==> src/rtl/jk_ctrl_pkg.sv <==
// Shared definitions for the JK counter controller.
// Contents: default counter width and modulus, FSM state encoding.
package jk_ctrl_pkg;

  localparam int DEFAULT_WIDTH = 4;
  localparam int DEFAULT_MOD   = 10;

  typedef enum logic {
    IDLE = 1'b0,
    RUN  = 1'b1
  } state_t;

endpackage

==> src/rtl/jk_ff.sv <==
// Single JK flip-flop with synchronous active-high clear.
// Ports:
//   clk  - rising-edge clock
//   clr  - synchronous clear, forces q to 0
//   j, k - excitation inputs (00 hold, 01 reset, 10 set, 11 toggle)
//   q    - stored bit
//   qbar - complement of q
module jk_ff (
  input  logic clk,
  input  logic clr,
  input  logic j,
  input  logic k,
  output logic q,
  output logic qbar
);

  always_ff @(posedge clk) begin
    if (clr) begin
      q <= 1'b0;
    end else begin
      unique case ({j, k})
        2'b00:   q <= q;
        2'b01:   q <= 1'b0;
        2'b10:   q <= 1'b1;
        default: q <= ~q;
      endcase
    end
  end

  assign qbar = ~q;

endmodule

==> src/rtl/jk_counter_ctrl.sv <==
// Run/stop-controlled, loadable mod-MOD up/down counter built from a bank
// of JK flip-flops. The controller computes the next count value each cycle
// and converts it into per-bit J/K excitation for the bank.
// Ports:
//   clk, clr          - clock, synchronous active-high clear
//   start, stop       - level commands: IDLE->RUN, RUN->IDLE
//   en, up            - count enable (RUN only), direction (1 = up)
//   load, load_val    - load request and value (rejected if >= MOD)
//   J, K              - excitation driven into the flip-flop bank
//   count             - flip-flop bank Q outputs
//   busy              - high while in RUN
//   tc                - terminal count for the current direction
//   err               - one-cycle pulse after an illegal load was rejected
//
// state | meaning
// ------+----------------------------------------------
// IDLE  | reset state; count holds unless loaded
// RUN   | count advances by one (mod MOD) when en = 1
module jk_counter_ctrl
  import jk_ctrl_pkg::*;
#(
  parameter int WIDTH = DEFAULT_WIDTH,
  parameter int MOD   = DEFAULT_MOD
) (
  input  logic             clk,
  input  logic             clr,
  input  logic             start,
  input  logic             stop,
  input  logic             en,
  input  logic             up,
  input  logic             load,
  input  logic [WIDTH-1:0] load_val,
  output logic [WIDTH-1:0] J,
  output logic [WIDTH-1:0] K,
  output logic [WIDTH-1:0] count,
  output logic             busy,
  output logic             tc,
  output logic             err
);

  // One extra bit so MOD = 2^WIDTH still compares correctly against load_val.
  localparam logic [WIDTH:0]   MOD_EXT = (WIDTH+1)'(MOD);
  localparam logic [WIDTH-1:0] CNT_MAX = WIDTH'(MOD - 1);

  state_t           state;
  state_t           state_nxt;
  logic [WIDTH-1:0] count_b;
  logic [WIDTH-1:0] next_val;
  logic             err_nxt;
  logic             at_max;
  logic             at_zero;

  assign at_max  = (count == CNT_MAX);
  assign at_zero = (count == '0);

  // Priority: clr > load > stop > start > count.
  always_comb begin
    next_val  = count;
    state_nxt = state;
    err_nxt   = 1'b0;
    if (clr) begin
      next_val  = '0;
      state_nxt = IDLE;
    end else if (load) begin
      if ({1'b0, load_val} < MOD_EXT) begin
        next_val = load_val;
      end else begin
        next_val = '0;
        err_nxt  = 1'b1;
      end
    end else if (state == RUN && stop) begin
      state_nxt = IDLE;
    end else if (state == IDLE && start) begin
      state_nxt = RUN;
    end else if (state == RUN && en) begin
      if (up) begin
        next_val = at_max ? '0 : count + WIDTH'(1);
      end else begin
        next_val = at_zero ? CNT_MAX : count - WIDTH'(1);
      end
    end
  end

  // Set only bits going 0->1, reset only bits going 1->0; never toggle.
  // While clr is high the bank is cleared through its own clr pin.
  always_comb begin
    J = '0;
    K = '0;
    if (!clr) begin
      J = count_b & next_val;
      K = count & ~next_val;
    end
  end

  always_ff @(posedge clk) begin
    if (clr) begin
      state <= IDLE;
      err   <= 1'b0;
    end else begin
      state <= state_nxt;
      err   <= err_nxt;
    end
  end

  assign busy = (state == RUN);
  assign tc   = busy & en & ((up & at_max) | (~up & at_zero));

  for (genvar i = 0; i < WIDTH; i++) begin : g_ff
    jk_ff u_ff (
      .clk  (clk),
      .clr  (clr),
      .j    (J[i]),
      .k    (K[i]),
      .q    (count[i]),
      .qbar (count_b[i])
    );
  end

endmodule
==> config.mk <==
export PLATFORM = sky130hd
export DESIGN_NAME = jk_counter_ctrl
export DESIGN_NICKNAME = d
export VERILOG_FILES = /design/src/rtl/jk_ctrl_pkg.sv /design/src/rtl/jk_ff.sv /design/src/rtl/jk_counter_ctrl.sv
export SDC_FILE = /design/constraint.sdc
export NUM_CORES = 1
export LEC_CHECK = 0
export ABC_AREA = 1
export CAP_MARGIN = 10
export CORE_MARGIN = 5
export CORE_UTILIZATION = 50
export DETAILED_ROUTE_END_ITERATION = 8
export HOLD_SLACK_MARGIN = 0.15
export PLACE_DENSITY = 0.83
export SLEW_MARGIN = 20
export SYNTH_ARGS = -nofsm -noshare
export SYNTH_HDL_FRONTEND = slang
export SYNTH_SLANG_ARGS = --single-unit
==> constraint.sdc <==
create_clock -name clk -period 4.9 [get_ports clk]
set_input_delay 0.735 -clock clk [delete_from_list [all_inputs] [get_ports clk]]
set_output_delay 0.735 -clock clk [all_outputs]
set_load 0.005 [all_outputs]
* After elaboration in Yosys (flattened, before gate mapping)
Index checks and enable logic that the tools add are counted.
Cells by class: add/subtract/negate cells 2, magnitude comparators 1, equal/unequal tests 9, mux-type cells 18, bitwise gates (word level) 15, reduce and logical (&&, ||, !) cells 11
Operators with widths (count):
- 4-bit two-way mux | 11
- 1-bit case mux with 3 select lines | 4
- 4-bit bitwise AND | 2
- 2-bit by 1-bit equality test with 1-bit output (second input constant) | 4
- 2-bit equality test (second input constant) | 4
- 2-bit logical NOT | 4
- 1-bit NOT | 7
- 4-bit by 1-bit adder with 4-bit output (second input constant) | 1
- 1-bit bitwise AND | 4
- 4-bit equality test (second input constant) | 1
- 4-bit logical NOT | 1
- 4-bit less-than comparator (second input constant) | 1
- 4-bit NOT | 1
- 4-bit by 1-bit subtractor with 4-bit output (second input constant) | 1
- 1-bit logical AND | 3
- 1-bit two-way mux | 3
- 2-bit AND reduction | 1
- 2-bit nonzero test | 1
- 2-bit OR reduction | 1
- 1-bit bitwise OR | 1
Word-level totals: bits in registers 6, input bits 11

* Depth between registers and ports, before layout
word-level depth 13, mapped depth 14

* Modules after synthesis
Synthesis repeated with hierarchy kept, for this count alone.
Second synthesis, totals: cell total of the unflattened synthesis 138, area, all modules 839.6 um^2
By module, submodules not included:
- jk_counter_ctrl | instances 1, cells each 86, area each 494.2 um^2
- jk_ff | instances 4, cells each 13, area each 86.3 um^2

* Worst setup path after synthesis
OpenSTA, ideal clock, no wires.
kind input-to-output, start input port en, end output port K[2], arrival 1.505 ns, required time 4.165 ns, path slack 2.660 ns, cell stages on the path 10, cell sequence nand2_1 -> nor2_4 -> inv_1 -> a21oi_2 -> nand2_1 -> nand2_2 -> nand2_2 -> nand2_2 -> inv_2 -> buf_4
On the way: word-level cells in the longest chain between the ends 9
RTL lines:
- start: declaration | RTL line jk_counter_ctrl.sv:29 | input logic en,
- 1-bit logical AND | RTL line jk_counter_ctrl.sv:75 | end else if (state == RUN && en) begin
- 4-bit two-way mux | RTL line jk_counter_ctrl.sv:75
- 4-bit two-way mux | RTL line jk_counter_ctrl.sv:73 | end else if (state == IDLE && start) begin
- 4-bit two-way mux | RTL line jk_counter_ctrl.sv:71 | end else if (state == RUN && stop) begin
- 4-bit two-way mux | RTL line jk_counter_ctrl.sv:64 | end else if (load) begin
- 4-bit two-way mux | RTL line jk_counter_ctrl.sv:61 | if (clr) begin
- 4-bit NOT | RTL line jk_counter_ctrl.sv:91 | K = count & ~next_val;
- 4-bit bitwise AND | RTL line jk_counter_ctrl.sv:91
- 4-bit two-way mux | RTL line jk_counter_ctrl.sv:89 | if (!clr) begin
- end: declaration | RTL line jk_counter_ctrl.sv:34 | output logic [WIDTH-1:0] K,
No other way between the ends.

* Final worst setup path
start input port clr, end output port J[3]
On the way: word-level cells in the longest chain between the ends 3
RTL lines:
- start: declaration | RTL line jk_counter_ctrl.sv:26 | input logic clr,
- 4-bit two-way mux | RTL line jk_counter_ctrl.sv:61
- 4-bit bitwise AND | RTL line jk_counter_ctrl.sv:90 | J = count_b & next_val;
- 4-bit two-way mux * | RTL line jk_counter_ctrl.sv:89
- end: declaration | RTL line jk_counter_ctrl.sv:33 | output logic [WIDTH-1:0] J,
Every way passes the cells marked *; elsewhere a longest branch is shown, timed or not.

==> summary.md <==
| Metric | Value |
|---|---|
| Status | complete, no violations |
| Vias | 909 |
| Post-synth top area cell | ha_1 |
| Post-synthesis compound-gate area fraction | 0.166 |
| Place WS | 1670 ps |
| TritonCTS clock tree | yes |
| Seq/Total Area, Yosys | 0.134 |
| Final Skew | between 1 and 1.5 ps |
| Clock sink count | 6 |
| Slowest-stage cell, CP | clkdlybuf4s50_1 |
| Slew HR | 0.659 |
| Layout Nets | 174 |
| Fraction of final layout cells sized beyond drive strength 1 | 0.181 |
| YS warnings | 0 |
| DR iter-0 viols | 25 |
| Detailed Route WL | 2110 microns |
| Die span in y | 52.4 microns |
| DRT antenna net count | 0 |
| Worst-path fanout max | 14 |
| Slew @ Worst Pin | 510 ps |
| Vias in the first global route | 867 |
| Total Power | 239 uW |
| Cts hold-fix bufs | 0 |
| P&R area growth vs syn | 22.5% |
| Adder-Cell Fraction of Synth Area | 0.167 |
| Startpoint Class | input pin |
| IO Port Bufs | 25 |
| DRC Markers | 0 |
| Worst hold path type | flip-flop to flip-flop |
| CP dominant cell by count | clkdlybuf4s50_1 |
| Synth Instances | 136 |
| PnR worst setup slack | roughly 1700 ps |
| DR pass1 iterations | 4 |
| Hpwl dp | 1610 microns |
| Hold Startpoint | busy |
| Post-Syn Area | between 800 and 900 sq um |
| Worst path cell trace | clkdlybuf4s50_1, a21oi_1, nand3_2, inv_2, clkdlybuf4s50_1 |
| Reg clk slew, reported paths | roughly 50 ps |
| Largest cells by area after synthesis | ha_1, dfxtp_1, nand2_1, buf_4, a211oi_1 |
| Worst path required time | 4160 ps |
| Mux share of post-synthesis cell area | 0 |
| Max stage delay on crit path | 670 ps |
| Multi-input gate area in the final layout | 603 sq um |
| Mean Syn Cell Area | 6.60 sq um |
| H-tree depth | 1 |
| Num CTS Buffers | 3 |
| Area of the die | 0.00274 sq mm |
| Synthesized net count | approximately 160 |
| Total grt overflow | 0 |
| Synthesized flop and latch total | 6 |
| Final setup vio count | 0 |
| Final Wtd Congestion | about 0.87 |
| Crit path DAT | 2510 ps |
| Final worst path period share | 0.661 |
| CTS root buf | clkbuf_4 |
| Number of diodes | 0 |
| Final Hold Violating Endpoints | 0 |
| Initial Util | 0.525 |
| Total of max-cap violations | 0 |
| Core area | 0.00171 sq mm |
| First-pass GRT wire length | ~3600 microns |
| Worst r2r src | g_ff[1].u_ff.q |
| Placed Area | 0.00108 sq mm |
| Slew Viols, Final | 0 |
| Post-CTS setup buffers | 0 |
| I/O pins | 26 |
| Critical R2R Capture | g_ff[1].u_ff.q |
| Pwr Density | roughly 220 mW/mm^2 |
| Total GRT Usage | 0.173 |
| Largest net degree at the start of global routing | 15 |
| CP Class | input pin to output port |
| Max rail drop VDD | roughly 0.12 mV |
| Chip width | between 50 and 60 microns |
| Max Clk Rate | 309 MHz |
| # fillers | between 150 and 200 |
| Setup TNS | 0 ps |
| Maximum clock insertion buffer count | 2 |
| Yosys top cell area share | 0.167 |
| Leak | between 0.0004 and 0.0005 uW |
| WHS Path Cells | 1 |
| Hold-critical path endpoint | busy |
| Layout Utilization | 0.643 |
| Flip-flop and latch area | 120 sq um |
| Crit end category | output port |
| Final Instance Area | 0.00110 sq mm |
| Xor-xnor portion of the synthesized cell area | 0 |
| Main combinational cell family by area after synthesis | simple AND/OR/NAND/NOR gates |
| Clock latency on the worst-skew pair | roughly 250 ps |
| Fin crit period | 3240 ps |
| Cell depth of the worst flop-to-flop path | 14 |
| WL/cell | 12.1 microns |
| Netlist cell types | 24 |
| Setup repair after global routing missed its margin | false |
| Resize count post-CTS | 0 |
| Initial antenna violation count | 0 |
| Synth Area in Simple Gates | 0.339 |
| Worst R2R Setup Slack | 2460 ps |
| Row cnt | 15 |
| Vias/cell | 5.22 |
==> flip-flops by register name, indices dropped and copies added, names as in the netlist <==
| signal | count |
|---|---|
| g_ff.u_ff.q | 4 |
| busy | 1 |
| err | 1 |
==> final cells by class <==
type,instances,area share
Tap cell,25,0.0285
Inverter,19,0.0649
Timing Repair Buffer,25,0.228
Multi-Input combinational cell,96,0.549
Sequential cell,6,0.109
Clock buffer,3,0.0205
==> routing by layer <==
| metal | vias up | routed length [microns] | track usage | part of all wire |
|---|---|---|---|---|
| met2 | 45 | 1060 | 0.310 | 0.50 |
| li1 | 462 | - | - | - |
| met3 | 6 | 189 | 0.0370 | 0.089 |
| met5 | - | 0 | 0 | 0 |
| met4 | 0 | 33 | 0.0894 | 0.016 |
| met1 | 396 | 834 | 0.188 | 0.39 |
==> logic make-up (layout without fill, tap and decap cells) <==
family                   Yosys count  after routing
AND/OR/NAND/NOR                   61             61
buffers and inverters             34             47
AO/OA/AOI/OAI                     23             23
adder cells (fa/ha/maj)           12             12
flip-flops                         6              6
==> cells in the mapped netlist, drive strengths merged <==
| cell | instances |
|---|---|
| nand2 | 32 |
| inv | 19 |
| nor2 | 15 |
| buf | 13 |
| ha | 12 |
| a21oi | 11 |
| nand3 | 10 |
| a211oi | 8 |
| dfxtp | 6 |
| clkbuf | 2 |
| nand4 | 2 |
| o21ai | 2 |
| a311oi | 1 |
| nor3 | 1 |
| nor3b | 1 |
| o211ai | 1 |
==> worst max-delay path by stage <==
stage	startpoint	endpoint	slack (ps)	cells past startpoint
6_report	clr	J[3]	1660	5
5_1_grt	clr	J[3]	1520	5
4_1_cts	clr	J[3]	1660	5
3_5_place_dp	clr	J[3]	1670	5
3_3_place_gp	en	K[0]	1710	10
2_1_floorplan	en	K[2]	2660	10
==> report_power, final <==
part	switching, uW	internal (uW)	total [uW]
clock	19.6	27.8	47.4
combinational	64.9	57.6	123
sequential	14.1	54.6	68.6
total	98.6	140	239
==> worst max-delay path, delay by kind of cell <==
kind            cells  cell delay [ps]
simple gates        1              140
buf+inv             3             1230
compound gates      1              410
==> stage by stage <==
step,hold slack [ps],std cells
2_1_floorplan,495,136
6_report,510,174
5_1_grt,556,174
3_3_place_gp,494,171
4_1_cts,518,174
3_5_place_dp,507,171
==> cells in the final DEF, fill, tap and decap left out, types with 2 or more instances in the layout <==
master           count
a211oi_1             8
nand3_1              8
nand2_1             25
nor2_4               3
inv_2                9
a21oi_2              2
nand4_1              2
ha_1                12
dfxtp_1              6
inv_1               10
nand2_2              7
clkdlybuf4s50_1     25
nand3_2              2
clkbuf_4             3
nor2_1              11
a21oi_1              9
Power figures use the tool's default switching activity.
